<file path="src/rtl/ex_divider_pkg.sv">
// ----------------------------------------------------------------------------
// ex_divider_pkg
// Shared definitions for the EX-stage iterative divider:
//   - function-code width and the DIV / DIVU function codes
//   - divider FSM state encoding
// ----------------------------------------------------------------------------
package ex_divider_pkg;

   localparam int FUNCT_W = 6;

   localparam logic [FUNCT_W-1:0] FUNCT_DIV  = 6'b011010;
   localparam logic [FUNCT_W-1:0] FUNCT_DIVU = 6'b011011;

   typedef enum logic [1:0] {
      IDLE = 2'd0,
      CALC = 2'd1,
      ZERO = 2'd2,
      DONE = 2'd3
   } div_state_e;

endpackage

</file>
<file path="src/rtl/ex_divider_div_step.sv">
// ----------------------------------------------------------------------------
// ex_divider_div_step
// One combinational restoring-division step on the {rem, dvd} pair.
// Two of these can be chained for a radix-4 variant.
// Ports:
//   rem       in   WIDTH+1  partial remainder
//   dvd       in   WIDTH    dividend bits still to shift in / quotient bits so far
//   divisor   in   WIDTH    divisor magnitude
//   rem_next  out  WIDTH+1  partial remainder after this step
//   dvd_next  out  WIDTH    dividend shifted left with the new quotient bit in the LSB
// ----------------------------------------------------------------------------
module ex_divider_div_step #(
   parameter int WIDTH = 32
) (
   input  logic [WIDTH:0]   rem,
   input  logic [WIDTH-1:0] dvd,
   input  logic [WIDTH-1:0] divisor,
   output logic [WIDTH:0]   rem_next,
   output logic [WIDTH-1:0] dvd_next
);

   logic [WIDTH+1:0] shifted;
   logic             ge;

   // Compare and subtract one bit wider than the remainder so the test is exact
   // whatever the remainder register holds.
   always_comb begin
      shifted  = {rem, dvd[WIDTH-1]};
      ge       = (shifted >= {2'b00, divisor});
      rem_next = ge ? (WIDTH+1)'(shifted - {2'b00, divisor}) : shifted[WIDTH:0];
      dvd_next = {dvd[WIDTH-2:0], ge};
   end

endmodule

</file>
<file path="src/rtl/ex_divider.sv">
// ----------------------------------------------------------------------------
// ex_divider
// Iterative 32-bit signed/unsigned divider for the EX stage (DIV / DIVU).
// Quotient goes to LO, remainder to HI. Stalls the front of the pipeline while
// it iterates and pulses ready for one cycle when the result is available.
// Ports:
//   clk        in   1        system clock, rising edge
//   rst        in   1        asynchronous reset, active low
//   funct      in   FUNCT_W  FUNCT_DIV = signed, otherwise unsigned
//   div_en     in   1        divide request, held for the whole instruction
//   annul      in   1        flush, abandons any division in progress
//   operand_1  in   WIDTH    dividend
//   operand_2  in   WIDTH    divisor
//   quotient   out  WIDTH    LO result (registered)
//   remainder  out  WIDTH    HI result (registered)
//   ready      out  1        one-cycle result-valid pulse
//   div_zero   out  1        divisor was zero, meaningful while ready=1
//   stall_req  out  1        freeze IF/ID/EX
// ----------------------------------------------------------------------------
module ex_divider
   import ex_divider_pkg::*;
#(
   parameter int WIDTH = 32,
   parameter int CNT_W = 6
) (
   input  logic               clk,
   input  logic               rst,
   input  logic [FUNCT_W-1:0] funct,
   input  logic               div_en,
   input  logic               annul,
   input  logic [WIDTH-1:0]   operand_1,
   input  logic [WIDTH-1:0]   operand_2,
   output logic [WIDTH-1:0]   quotient,
   output logic [WIDTH-1:0]   remainder,
   output logic               ready,
   output logic               div_zero,
   output logic               stall_req
);

   div_state_e       state;
   div_state_e       next_state;
   logic [CNT_W-1:0] counter;
   logic [WIDTH:0]   rem_q;
   logic [WIDTH:0]   rem_next;
   logic [WIDTH-1:0] dvd_q;
   logic [WIDTH-1:0] dvd_next;
   logic [WIDTH-1:0] divisor_q;
   logic             neg_q;
   logic             neg_r;
   logic             sign_1;
   logic             sign_2;
   logic             last_step;

   // Operand signs only matter for DIV; DIVU treats both operands as magnitudes.
   assign sign_1    = (funct == FUNCT_DIV) & operand_1[WIDTH-1];
   assign sign_2    = (funct == FUNCT_DIV) & operand_2[WIDTH-1];
   assign last_step = (counter == CNT_W'(WIDTH-1));

   ex_divider_div_step #(
      .WIDTH(WIDTH)
   ) u_step (
      .rem      (rem_q),
      .dvd      (dvd_q),
      .divisor  (divisor_q),
      .rem_next (rem_next),
      .dvd_next (dvd_next)
   );

   // State register.
   always_ff @(posedge clk or negedge rst) begin
      if (!rst) begin
         state <= IDLE;
      end else begin
         state <= next_state;
      end
   end

   // Next state, stall request and ready pulse. annul overrides everything and
   // drops stall_req in the same cycle; stall_req is also forced low in reset
   // so every output reads 0 while rst is held.
   always_comb begin
      next_state = state;
      stall_req  = 1'b0;
      ready      = 1'b0;
      if (annul) begin
         next_state = IDLE;
      end else begin
         case (state)
            IDLE: begin
               stall_req = div_en & rst;
               if (div_en) begin
                  next_state = (operand_2 == '0) ? ZERO : CALC;
               end
            end
            CALC: begin
               stall_req = rst;
               if (last_step) begin
                  next_state = DONE;
               end
            end
            ZERO: begin
               stall_req  = rst;
               next_state = DONE;
            end
            DONE: begin
               ready      = 1'b1;
               next_state = IDLE;
            end
            default: next_state = IDLE;
         endcase
      end
   end

   // Datapath. Operands are captured as magnitudes so the iteration is always
   // unsigned; signs are reapplied when the result is registered on the way
   // into DONE. The divide-by-zero remainder reapplies neg_r to the captured
   // magnitude, which reproduces the raw dividend.
   always_ff @(posedge clk or negedge rst) begin
      if (!rst) begin
         counter   <= '0;
         rem_q     <= '0;
         dvd_q     <= '0;
         divisor_q <= '0;
         neg_q     <= 1'b0;
         neg_r     <= 1'b0;
         quotient  <= '0;
         remainder <= '0;
         div_zero  <= 1'b0;
      end else if (!annul) begin
         case (state)
            IDLE: begin
               if (div_en) begin
                  dvd_q     <= sign_1 ? -operand_1 : operand_1;
                  divisor_q <= sign_2 ? -operand_2 : operand_2;
                  rem_q     <= '0;
                  neg_q     <= sign_1 ^ sign_2;
                  neg_r     <= sign_1;
                  counter   <= '0;
                  div_zero  <= 1'b0;
               end
            end
            CALC: begin
               rem_q   <= rem_next;
               dvd_q   <= dvd_next;
               counter <= counter + CNT_W'(1);
               if (last_step) begin
                  quotient  <= neg_q ? -dvd_next : dvd_next;
                  remainder <= neg_r ? -rem_next[WIDTH-1:0] : rem_next[WIDTH-1:0];
               end
            end
            ZERO: begin
               quotient  <= '1;
               remainder <= neg_r ? -dvd_q : dvd_q;
               div_zero  <= 1'b1;
            end
            default: begin
            end
         endcase
      end
   end

endmodule
</file>
<file path="config.mk">
export PLATFORM = sky130hd
export DESIGN_NAME = ex_divider
export DESIGN_NICKNAME = d
export VERILOG_FILES = /design/src/rtl/ex_divider_pkg.sv /design/src/rtl/ex_divider_div_step.sv /design/src/rtl/ex_divider.sv
export SDC_FILE = /design/constraint.sdc
export NUM_CORES = 1
export LEC_CHECK = 0
export ABC_AREA = 1
export CAP_MARGIN = 5
export CORE_ASPECT_RATIO = 0.9
export CORE_MARGIN = 5
export CORE_UTILIZATION = 55
export DETAILED_ROUTE_END_ITERATION = 10
export PLACE_DENSITY = 0.85
export SETUP_SLACK_MARGIN = 0.5
export SLEW_MARGIN = 20
export SYNTH_ARGS = -nofsm -noshare
export SYNTH_HDL_FRONTEND = slang
export SYNTH_HIERARCHICAL = 1
export SYNTH_SLANG_ARGS = --single-unit
</file>
<file path="constraint.sdc">
create_clock -name clk -period 4.7 [get_ports clk]
set_clock_uncertainty 0.2 [all_clocks]
set_input_delay 0.705 -clock clk [delete_from_list [all_inputs] [get_ports clk]]
set_output_delay 0.705 -clock clk [all_outputs]
set_load 0.05 [all_outputs]
</file>
Word-level counts from Yosys, hierarchy flattened:

Index checks and enable logic that the tools add are counted.

* add/sub/neg operators: 7
* magnitude comparators: 1
* equal/unequal tests: 9
* muxes and demuxes: 27
* bitwise gates (word level): 5
* reductions and logical operators: 11

Operators by type and width (count)
* 32-bit 2-to-1 mux: 8
* 32-bit case mux with 2 select lines: 3
* 32-bit negation: 5
* 33-bit 2-to-1 mux: 2
* 33-bit case mux with 2 select lines: 1
* 34-bit by 32-bit >= comparator with 1-bit output: 1
* 33-bit by 32-bit subtractor with 33-bit output: 1
* 32-bit zero test: 1
* 6-bit by 5-bit == test with 1-bit output (second input constant): 2
* 6-bit case mux with 2 select lines: 1
* 3-bit AND reduction: 4
* 2-bit 2-to-1 mux: 4
* 2-bit case mux with 4 select lines: 1
* 6-bit by 1-bit adder with 6-bit output (second input constant): 1
* 6-bit 2-to-1 mux: 1
* 3-bit != test (second input constant): 2
* 2-bit nonzero test: 3
* 2-bit == test (second input constant): 2
* 1-bit 2-to-1 mux: 4
* 2-bit != test (second input constant): 2
* 1-bit case mux with 2 select lines: 2
* 1-bit bitwise AND: 3
* 2-bit by 1-bit == test with 1-bit output (second input constant): 1
* 2-bit zero test: 1
* 4 further kinds: 4

* flip-flop bits (word level): 172
* input port bits: 74
* output and inout port bits: 67
* logic and storage cells: 70

Logic depth before layout (Yosys ltp):

* word-level depth: 6
* depth in mapped cells: 27
* depth with buffers taken out: 26

By module:

Netlist, hierarchy kept.

By module, submodules not included
* ex_divider: times used 1, cells each 1821, area each 11867.6 sq um, seq. area each 4304.1 sq um
* ex_divider_div_step: times used 1, cells each 731, area each 3513.4 sq um, seq. area each 0.0 sq um

Worst setup path before layout:

Ideal clock, no wire load.

* kind: register to register
* start: reg dvd_q[31]
* end: reg remainder[30]
* library setup time: 118 ps
* arrival time: 3015 ps
* data required time: 4382 ps
* slack: 1367 ps
* cell stages (with the launch flop): 25
* buffers on the path: 1
* clock period less this slack: 3333 ps
* cell sequence: dfrtp_1 inv_1 ha_1 inv_1 fa_1 nand3_1 nand3_2 nand2_1 nand2_1 nand2_2 nand3_4 buf_6 nand2_1 nand2_1 inv_1 ha_1 nand3_1 nand2_1 nand3b_1 nor2_1 nand3_1 nand3_1 nand2_1 nand2_1 nand2_1

* longest elaborated chain between the ends: 6
* elaborated cells between the ends (all ways): 7
* those cells by class: 2 x add/sub; 1 x order compare; 4 x mux

Ends and longest elaborated chain
* start, declared: RTL line ex_divider.sv:45 `logic [WIDTH-1:0] dvd_q;`
* start signal, assigned: RTL line ex_divider.sv:133 `dvd_q <= sign_1 ? -operand_1 : operand_1;`
* start signal, assigned: RTL line ex_divider.sv:144 `dvd_q <= dvd_next;`
* 33-bit by 32-bit subtractor with 33-bit output or 34-bit by 32-bit >= comparator with 1-bit output (tied branches): RTL line ex_divider_div_step.sv:30, ex_divider_div_step.sv:29
* 33-bit 2-to-1 mux *: RTL line ex_divider_div_step.sv:30 `rem_next = ge ? (WIDTH+1)'(shifted - {2'b00, divisor}) : shifted[WIDTH:0];`
* via rem_next[1]: RTL line ex_divider.sv:44 `logic [WIDTH:0] rem_next;`
* 32-bit negation *: RTL line ex_divider.sv:148 `remainder <= neg_r ? -rem_next[WIDTH-1:0] : rem_next[WIDTH-1:0];`
* 32-bit 2-to-1 mux *: RTL line ex_divider.sv:148
* 32-bit 2-to-1 mux *: RTL line ex_divider.sv:146 `if (last_step) begin`
* 32-bit case mux with 2 select lines *: RTL line ex_divider.sv:130 `case (state)`
* end signal, assigned: RTL line ex_divider.sv:148
* end signal, assigned: RTL line ex_divider.sv:153 `remainder <= neg_r ? -dvd_q : dvd_q;`
* end, declared: RTL line ex_divider.sv:34 `output logic [WIDTH-1:0] remainder,`

Mark *: on every way through the listed nets, which the timed path passes. The rest lies on a longest branch. The select of a mux whose other input is x is not followed.
A chain may end at the register's enable or synchronous reset.

Final worst setup path:

* start: reg divisor_q[26]
* end: reg remainder[22]

* longest elaborated chain between the ends: 6

Ends and longest elaborated chain
* start, declared: RTL line ex_divider.sv:47 `logic [WIDTH-1:0] divisor_q;`
* start signal, assigned: RTL line ex_divider.sv:134 `divisor_q <= sign_2 ? -operand_2 : operand_2;`
* 34-bit by 32-bit >= comparator with 1-bit output: RTL line ex_divider_div_step.sv:29 `ge = (shifted >= {2'b00, divisor});`
* 33-bit 2-to-1 mux: RTL line ex_divider_div_step.sv:30
* via rem_next[16]: RTL line ex_divider.sv:44
* 32-bit negation: RTL line ex_divider.sv:148
* 32-bit 2-to-1 mux: RTL line ex_divider.sv:148
* 32-bit 2-to-1 mux: RTL line ex_divider.sv:146
* 32-bit case mux with 2 select lines: RTL line ex_divider.sv:130

The timed path passes the listed nets, and every way through them passes these cells. The select of a mux whose other input is x is not followed.

==> flow_metrics.tcl <==
set metrics [dict create \
    nets 2732 \
    cp.required_ps 4830 \
    period_minus_slack_ps 3900 \
    cts-root-buf "clkbuf_16" \
    hp-start "remainder[28]$_DFFE_PN0P_" \
    min_period_over_period_pct 83.0 \
    track_usage_pct 33.1 \
    dr.pass1.iters 6 \
    start_util_pct 55.3 \
    reg2reg_to "remainder[22]$_DFFE_PN0P_" \
    max_slew.worst_pin.slew_ps 1130 \
    grt_pass1_wl_um 83600 \
    cts_setup_buffers 0 \
    rr_worst_depth 18 \
    crit_arrival_ps 4030 \
    relSlewSlack_pct 24.9 \
    hold_end "remainder[28]$_DFFE_PN0P_" \
    n_antenna_cell 0 \
    drt_wl_total_um 52000 \
    h-tree-depth 4 \
    antenna_found_initial 1 \
    synth_nets 2670 \
    top_level_ports 141 \
    r2r_slack_ps 800 \
    ys_seq_area_share_pct 28.0 \
    outcome "finished, final reports clean" \
    reg2reg_from "divisor_q[26]$_DFFE_PN0P_" \
    drt_iter0_drc 1916 \
    die_area_sq_um 31400 \
    ys_warn_count 6 \
    grt_pass1_vias 15814 \
    hold_viol_final 0 \
    synth_seq_cells 172 \
    cts_made_buffers 17 \
    ant_nets 0 \
    path_max_fanout 22 \
    port_buffers 140 \
    grt.overflow.total 0 \
    dpl_cell_area_sq_um 16700 \
    drv_cap 0 \
    clk_pin_slew_ps 80 \
    cts.sinks 172 \
    critPathKind "reg2reg" \
    syn_avg_cell_area_sq_um 6.03 \
    area_delta_synth_final_pct 12.3 \
    rows 58 \
    critPathLaunchType "flip-flop" \
    syn_area_sq_um 15400 \
    final_cell_mix "nand2_1 (881), inv_1 (363), nor2_1 (234), nand3_1 (223), dfrtp_1 (171)" \
    fin_area_sq_um 17300 \
    die_w_um 186 \
    endpoint_kind "flip-flop" \
    rsz0062_at_grt "true" \
    drv_slew 0 \
    fmax_ghz 0.256 \
    clockBufferDepth 2 \
    routabilityCongestion 1.02 \
    critical_path.startpoint "divisor_q[26]$_DFFE_PN0P_" \
    fp.dieH_um 169 \
    grt_start_max_net_pins 83 \
    wl_per_cell_um 17.4 \
    syn_inst 2552 \
    coreArea_sq_um 27800 \
    setup_viol 0 \
    cts_tree "built" \
    clock_latency_ps 450 \
    vias 17034 \
    drive_gt1_share_pct 3.96 \
    hpwl_um 40300 \
    fin_tns_setup_ps 0 \
    hp-class "reg2reg" \
    whs_path_depth 2 \
    drc 0 \
    layout_commonest_cell "nand2_1" \
    routed_via_density 5.70 \
    yosysUniqueCellTypes 48 \
]
state kept, by name, indices dropped and copies added (netlist names):
signal,flops
counter,6
div_zero,1
quotient,32
dvd_q,32
divisor_q,32
remainder,32
state,2
rem_q,33
neg_q,1
neg_r,1
worst max-delay path, cell delays in order, from the launching register on:
cell	delay [ps]
dfrtp_1	360
inv_1	120
ha_1	400
nand2_1	160
nor2_2	180
nand2_1	170
nor2_4	180
nand4_4	220
buf_4	300
nand4_1	110
nand2_1	110
nor2_1	220
nand3_1	180
o21ai_0	420
nand4_1	150
nand3_1	110
nand2_1	60
nand2_1	60
nand2_1	60
metrics by stage:
stage	cells	hold slack (ps)	setup WS, ps	util [%]
2_1_floorplan	2552	209	1370	-
3_3_place_gp	2954	263	907	59.9
3_5_place_dp	2954	269	860	59.9
4_1_cts	2987	289	842	62.1
5_1_grt	2987	307	449	62.1
6_report	2987	284	801	62.1
worst max path at each step:
stage                                endpoint  slack, ps  cells past startpoint
floorplan           remainder[30]$_DFFE_PN0P_       1370                     24
global placement    remainder[30]$_DFFE_PN0P_        910                     22
detailed placement  remainder[20]$_DFFE_PN0P_        860                     24
CTS                 remainder[20]$_DFFE_PN0P_        840                     24
global route        remainder[22]$_DFFE_PN0P_        450                     19
finish              remainder[22]$_DFFE_PN0P_        800                     18
cell type report:
class,instances,area [sq um]
fill,2688,10500
multi-input combinational,1894,8990
sequential,172,4310
timing repair buffer,158,1550
inverter,371,1390
tap,360,450
clock buffer,17,425
clock inverter,15,161
logic make-up after synthesis:
| family | Yosys count | synth area share, % |
|---|---|---|
| xor+xnor | 49 | 2.79 |
| fa+ha+maj | 44 | 3.63 |
| simple gates | 1506 | 41.6 |
| flops | 172 | 28.0 |
| mux | 1 | 0.0651 |
| buf+inv | 486 | 13.7 |
| compound gates | 294 | 10.2 |
synthesized netlist by cell type, drive strengths merged:
library cell  number  area, sq um
o22ai             15         93.8
a22oi              2         15.0
nand3            227         1160
nand3b            15          113
nand2            890         3360
inv              371         1390
ha                43          538
o21bai             1         7.51
nor3b              2         15.0
nor2             253         1010
or2               12         75.1
xnor2              6         52.6
o31ai              2         15.0
a21oi             95          483
mux2i              1         10.0
nor3              31          175
and3               1         6.26
o221ai             2         17.5
o21ai            148          744
clkbuf            22         82.6
dfrtp            172         4300
xor2              43          377
o21a               2         15.0
o211ai             8         60.1
fa                 1         20.0
nand4             68          440
a21o               1         7.51
nor4               1         6.26
and2               6         37.5
buf               93          629
a31oi             17          106
a211oi             1         7.51
routing by layer:
layer	GRT usage, %	wire, um
met2	48.9	22100
met4	7.29	1190
met3	6.75	5450
met1	50.1	23300
met5	0	0
repair_timing:
action                                  CTS  global route
hold buffers                              1             0
endpoints found under the hold margin     2             0
gates resized for setup                   0             5
endpoints found under the setup margin    0            11
Power is left out: the tool's default activity adds up to more than one toggle a clock period on the data nets, which glitch-free logic cannot reach.
